--- config.mk ---
export PLATFORM = sky130hd
export DESIGN_NAME = hamming_stream_encoder
export DESIGN_NICKNAME = d
export VERILOG_FILES = /design/src/rtl/hamming_stream_encoder.sv
export SDC_FILE = /design/constraint.sdc
export NUM_CORES = 1
export LEC_CHECK = 0
export ABC_CLOCK_PERIOD_IN_PS = 4100
export BUFFER_PORTS_ARGS = -buffer_cell sky130_fd_sc_hd__buf_4
export CORE_UTILIZATION = 59
export DETAILED_ROUTE_END_ITERATION = 8
export PLACE_DENSITY = 0.87
export RECOVER_POWER = 50
export SYNTH_ARGS = -nofsm -noshare
export SYNTH_HDL_FRONTEND = slang
export SYNTH_SLANG_ARGS = --single-unit
--- constraint.sdc ---
create_clock -name clk -period 4.1 [get_ports clk]
set_clock_uncertainty 0.2 [all_clocks]
set_input_delay 0.82 -clock clk [delete_from_list [all_inputs] [get_ports clk]]
set_output_delay 0.82 -clock clk [all_outputs]
set_load 0.005 [all_outputs]
--- src/rtl/hamming_stream_encoder.sv ---
// Streaming Hamming encoder: SEC, or SEC-DED with an appended overall parity bit.
// One-cycle registered encode feeding a 2-entry skid buffer (output register plus
// one skid register), so the input side never sees out_ready combinationally.
// An optional test hook flips one codeword bit of an accepted word after parity
// generation.
module hamming_stream_encoder #(
   parameter  int DATA_W = 16,
   parameter  int SECDED = 0,
   // Smallest P with 2^P >= DATA_W + P + 1, resolved over the legal DATA_W range.
   localparam int P      = (DATA_W + 3 <= 4)  ? 2 :
                           (DATA_W + 4 <= 8)  ? 3 :
                           (DATA_W + 5 <= 16) ? 4 :
                           (DATA_W + 6 <= 32) ? 5 :
                           (DATA_W + 7 <= 64) ? 6 : 7,
   localparam int CODE_W = DATA_W + P + SECDED,
   localparam int EW     = $clog2(CODE_W)
) (
   input  logic              clk,
   input  logic              rst,
   input  logic              in_valid,
   output logic              in_ready,
   input  logic [DATA_W-1:0] data_in,
   input  logic              err_inject,
   input  logic [EW-1:0]     err_pos,
   output logic              out_valid,
   input  logic              out_ready,
   output logic [CODE_W-1:0] data_out,
   output logic [15:0]       word_cnt
);

   // Width of the plain Hamming part (data plus check bits, no overall parity).
   localparam int HAM_W = DATA_W + P;

   logic [CODE_W-1:0] enc_word;
   logic [CODE_W-1:0] flip_mask;
   logic [CODE_W-1:0] out_data;
   logic [CODE_W-1:0] skid_data;
   logic              out_vld;
   logic              skid_vld;
   logic              skid_nxt;
   logic              rdy;
   logic              in_fire;
   logic              out_fire;
   logic              out_free;
   logic [15:0]       cnt;

   // Places payload bits into the non-power-of-two positions (1-indexed), then
   // computes each check bit p(k+1) at position 2^k as the XOR of all
   // data-bearing positions whose position number has bit k set.
   function automatic logic [CODE_W-1:0] encode(input logic [DATA_W-1:0] d);
      logic [CODE_W-1:0] cw;
      logic              par;
      int                j;
      cw = '0;
      j  = 0;
      for (int pos = 1; pos <= HAM_W; pos++) begin
         if ((pos & (pos - 1)) != 0) begin
            cw[pos-1] = d[j];
            j++;
         end
      end
      for (int k = 0; k < P; k++) begin
         par = 1'b0;
         for (int pos = 1; pos <= HAM_W; pos++) begin
            if (((pos & (pos - 1)) != 0) && (((pos >> k) & 1) != 0)) begin
               par ^= cw[pos-1];
            end
         end
         cw[(1 << k) - 1] = par;
      end
      // Overall parity covers the finished SEC word, before any injected error.
      if (SECDED != 0) begin
         cw[CODE_W-1] = ^cw[HAM_W-1:0];
      end
      return cw;
   endfunction

   // A shift past the top of the codeword yields an all-zero mask, so err_pos
   // values at or above CODE_W naturally inject nothing.
   assign flip_mask = err_inject ? (CODE_W'(1) << err_pos) : '0;
   assign enc_word  = encode(data_in) ^ flip_mask;

   assign in_fire  = in_valid & rdy;
   assign out_fire = out_vld & out_ready;
   assign out_free = ~out_vld | out_ready;

   // Skid occupancy after this edge: drains whenever the output register can
   // take a word, fills when an input arrives against a stalled output.
   always_comb begin
      skid_nxt = skid_vld;
      if (out_free) begin
         skid_nxt = 1'b0;
      end else if (in_fire) begin
         skid_nxt = 1'b1;
      end
   end

   // Output register: refilled from the skid entry first to keep word order,
   // otherwise straight from the encoder (also on a simultaneous in/out transfer).
   always_ff @(posedge clk or posedge rst) begin
      if (rst) begin
         out_vld  <= 1'b0;
         out_data <= '0;
      end else if (out_free) begin
         if (skid_vld) begin
            out_vld  <= 1'b1;
            out_data <= skid_data;
         end else if (in_fire) begin
            out_vld  <= 1'b1;
            out_data <= enc_word;
         end else begin
            out_vld  <= 1'b0;
         end
      end
   end

   // Skid register: captures the encoded word when the output is stalled.
   always_ff @(posedge clk or posedge rst) begin
      if (rst) begin
         skid_vld  <= 1'b0;
         skid_data <= '0;
      end else begin
         skid_vld <= skid_nxt;
         if (!out_free && in_fire) begin
            skid_data <= enc_word;
         end
      end
   end

   // Registered ready: low in reset, then tracks skid-empty one edge later.
   always_ff @(posedge clk or posedge rst) begin
      if (rst) begin
         rdy <= 1'b0;
      end else begin
         rdy <= ~skid_nxt;
      end
   end

   // Count of output transfers, free-running with natural 16-bit wrap.
   always_ff @(posedge clk or posedge rst) begin
      if (rst) begin
         cnt <= '0;
      end else if (out_fire) begin
         cnt <= cnt + 16'd1;
      end
   end

   assign in_ready  = rdy;
   assign out_valid = out_vld;
   assign data_out  = out_data;
   assign word_cnt  = cnt;

endmodule

==> out/qor.txt <==
================================================================================
Max-Slew Margin vs Limit                                                  20.17%
Final antenna-violating net count                                              0
Post_cts resized                                                               0
Maximum fanout encountered on the critical timing path                        37
Achievable Freq                                                        425.7 MHz
Period minus WS final                                                   2.349 ns
Area of all placed cells without fillers                                4051 µm²
Placeable core region                                                   5270 µm²
Most repeated library cell on the critical path                          nand2_1
Clock buffers created by TritonCTS                                             9
Detailed Place HPWL                                                      5591 µm
Total power of the final layout                                       0.002019 W
Number of flip-flops and latches in the synthesized netlist                   61
Critical path class                                                       in2reg
Number of warnings reported in the yosys synthesis log                         0
Count of pins on the block boundary                                           65
Endpoint class of the critical path                                    flip-flop
Transition time at the pin with the least slew margin                   1.196 ns
Worst setup timing slack at the placement stage                         1.478 ns
Outcome                                                                completed
Number of H-tree branching levels                                              3
Cell type with the highest aggregate area in the netlist                 dfrtp_1
Post-CTS Repair Setup Buffers                                                  0
Largest net degree at the start of global routing                             43
Number of violations of the max-capacitance limit                              0
Count of different cell masters after synthesis                               36
Min-Delay Startpoint                                                word_cnt[15]$_DFFE_PP0P_
Setup WS post-layout                                                    1.751 ns
DRC violation count after routing                                              0
Number of setup violations in the final report                                 0
DRT iter0 DRCs                                                               221
Post-layout utilization of the core                                       76.88%
Setup_tns                                                                   0 ns
Reg-to-reg critical path startpoint                                 skid_vld$_DFF_PP0_
Initial antenna violation count                                                0
Number of standard cells after synthesis                                     345
Fill cells                                                                   387
Max stage delay cell, worst path                                         nand2_1
Area share of the largest cell type after synthesis                       45.97%
Number of synthesized flops with an enable pin                                 0
Std-Cell Rows                                                                 26
Final net count                                                              433
Top cells by area in the synthesized netlist                        dfrtp_1, xnor3_1, nand2_1, xnor2_1, nor3_1
FF-to-FF path depth                                                            4
Height of the die                                                       77.02 µm
Worst IR drop on VDD                                                 0.0003171 V
Final routed wire length divided by cell count                          16.16 µm
Wire length of the first global-routing pass                           12,790 µm
Capture endpoint of the worst hold path                             word_cnt[15]$_DFFE_PP0P_
Register-to-register path setup slack                                    1.91 ns
Clock latency on the worst-skew pair                                     0.34 ns
Effective utilization at floorplan                                        63.01%
Series of cell instances along the critical path                    clkbuf_1, nand2b_1, nand2_1, nand2_1, o21ai_0
Area of the mapped netlist                                              3321 µm²
Number of input and output port buffers inserted                              64
Root buffer cell                                                        clkbuf_8
Vias in the first global route                                             2,615
Nets in the synthesized netlist                                              372
CP Data Arrival Time                                                     2.32 ns
Area added between synthesis and finish                                   22.00%
Hold buffers post-CTS                                                          0
Die Outline Area                                                        5932 µm²
Static power due to leakage                                             1.907 nW
Post-route clock period utilization                                       57.30%
Final Wtd Congestion                                                      0.9180
Total Routing Usage GR                                                    28.29%
Detailed-route via count                                                   2,785
Critical Path Source Type                                             input port
Final Hold Violating Endpoints                                                 0
Cell area power density                                             498.4 nW/µm²
CP Data Required Time                                                    4.07 ns
X dimension of the die                                                  77.02 µm
Hold-critical path depth                                                       1
Sinks on Clock Net                                                            61
Main flop type after synthesis                                           dfrtp_1
Class of the tightest hold or removal check                              reg2reg
DRT Pass-1 Iters                                                               4
Maximum cell stage delay along the critical path                         0.66 ns
DP Area                                                                 3847 µm²
CTS tree                                                                     yes
Maximum buffer depth of the clock tree                                         2
Async set-or-reset flop fraction in the synthesized netlist               100.0%
Unrepaired setup endpoints after global routing                               no
Crit path buffers/inverters                                                    1
Clock transition at the registers of the reported paths                  0.07 ns
Count of antenna diodes in the layout                                          0
Number of max-slew violations in the final report                              0
DRT Wirelength                                                           7775 µm
Critical register-to-register path endpoint                         data_out[20]$_DFFE_PP0P_
Cell family contributing the most delay on the critical path        simple AND/OR/NAND/NOR gates
Leftover overflow at the end of global routing                                 0
Fraction of final layout cells with drive strength greater than 1         20.92%
Mean number of vias per cell                                               5.790
Mean area per synthesized cell                                         9.625 µm²
Sequential-to-total area share from yosys stat                            45.97%
================================================================================
## layout by cell type, fill, tap and decap left out, types with 2 or more instances in the layout
cell	count
nand4_1	3
and3_1	2
nor2b_1	2
a21boi_0	10
buf_4	65
o21a_1	2
nor3b_1	4
and3b_1	2
o31ai_1	16
clkbuf_8	9
or3b_2	3
nor3_1	28
dfrtp_1	61
nor2_1	6
nand2_1	50
xnor2_1	18
clkbuf_1	4
nand3_1	12
xor2_1	9
a21oi_1	17
o31a_1	3
bufinv_16	2
or3_1	3
nand2b_1	2
xnor3_1	10
and4_1	2
inv_1	20
o211ai_1	4
o21ai_0	20
nand3b_1	4
nor4_1	7
## per-layer routing
metal | vias to the layer above | part of all wire [%] | global-route usage [%] | wire length (µm)
met4 | 0 | 1.1 | 8.302 | 88
met1 | 1328 | 45 | 38.77 | 3479
met5 | - | 0 | 0 | 0
li1 | 1338 | - | - | -
met3 | 10 | 6.3 | 6.667 | 488
met2 | 109 | 48 | 45.00 | 3719
## synthesized netlist by cell type, types with 3 or more instances
master / instances
clkbuf_1: 17
nand4_1: 3
a21oi_1: 17
o211ai_1: 4
nand2_1: 50
nand3b_1: 4
or3b_2: 3
nor4_1: 7
o21ai_0: 20
nor2_1: 6
inv_1: 20
a21boi_0: 10
xnor3_1: 10
nor3_1: 28
xnor2_1: 18
o31a_1: 3
dfrtp_1: 61
or3_1: 3
nand3_1: 12
xor2_1: 9
o31ai_1: 16
nor3b_1: 4
## layout make-up
class                   count  area [µm²]  share of cell area [%]
multi-input cells         247        1655                   40.86
flip-flops and latches     61        1526                   37.68
repair buffers             67       499.2                   12.32
clock buffers              12       135.1                   3.335
well taps                  70       87.58                   2.162
inverters                  20       75.07                   1.853
clock inverters             4       72.57                   1.791
## metrics by stage
| step | hold slack, ns | std cells |
|---|---|---|
| after CTS | 0.2764 | 481 |
| after detailed placement | 0.2673 | 465 |
| after global placement | 0.2614 | 465 |
| after floorplan | 0.2495 | 345 |
| final | 0.2759 | 481 |
| after global routing | 0.2961 | 481 |
## sequential cells by signal, summed over array words and instances, names as in the netlist
| signal | count |
|---|---|
| skid_data | 21 |
| out_valid | 1 |
| word_cnt | 16 |
| skid_vld | 1 |
| data_out | 21 |
| in_ready | 1 |
## logic make-up (layout without fill, tap and decap cells)
kind of cell    Yosys count  in the layout  synth area share (%)
fa+ha+maj                 1              1                0.3767
simple gates            131            131                 19.78
mux                       1              1                0.3391
compound gates           76             76                 14.66
buf+inv                  37            103                 4.182
xor+xnor                 38             38                 14.70
flops                    61             61                 45.97
## how the worst max path moves through the flow
stage / cells after the start / to / from / slack [ns]
final: 5 / data_out[17]$_DFFE_PP0P_ / out_ready / 1.75
after global routing: 5 / data_out[4]$_DFFE_PP0P_ / out_ready / 1.62
after CTS: 4 / data_out[20]$_DFFE_PP0P_ / out_ready / 1.84
after detailed placement: 4 / data_out[20]$_DFFE_PP0P_ / out_ready / 1.48
after global placement: 5 / data_out[6]$_DFFE_PP0P_ / err_pos[4] / 1.54
after floorplan: 1 / data_out[0]$_DFFE_PP0P_ / rst / 1.57
## report_power, final
group	internal [W]	leakage [nW]	total, W	switching, W
registers	0.000763	0.732	0.000862	0.0000991
logic	0.000312	1.07	0.000581	0.000269
clock network	0.000342	0.101	0.000576	0.000234
(Power assumes the default switching activity.)
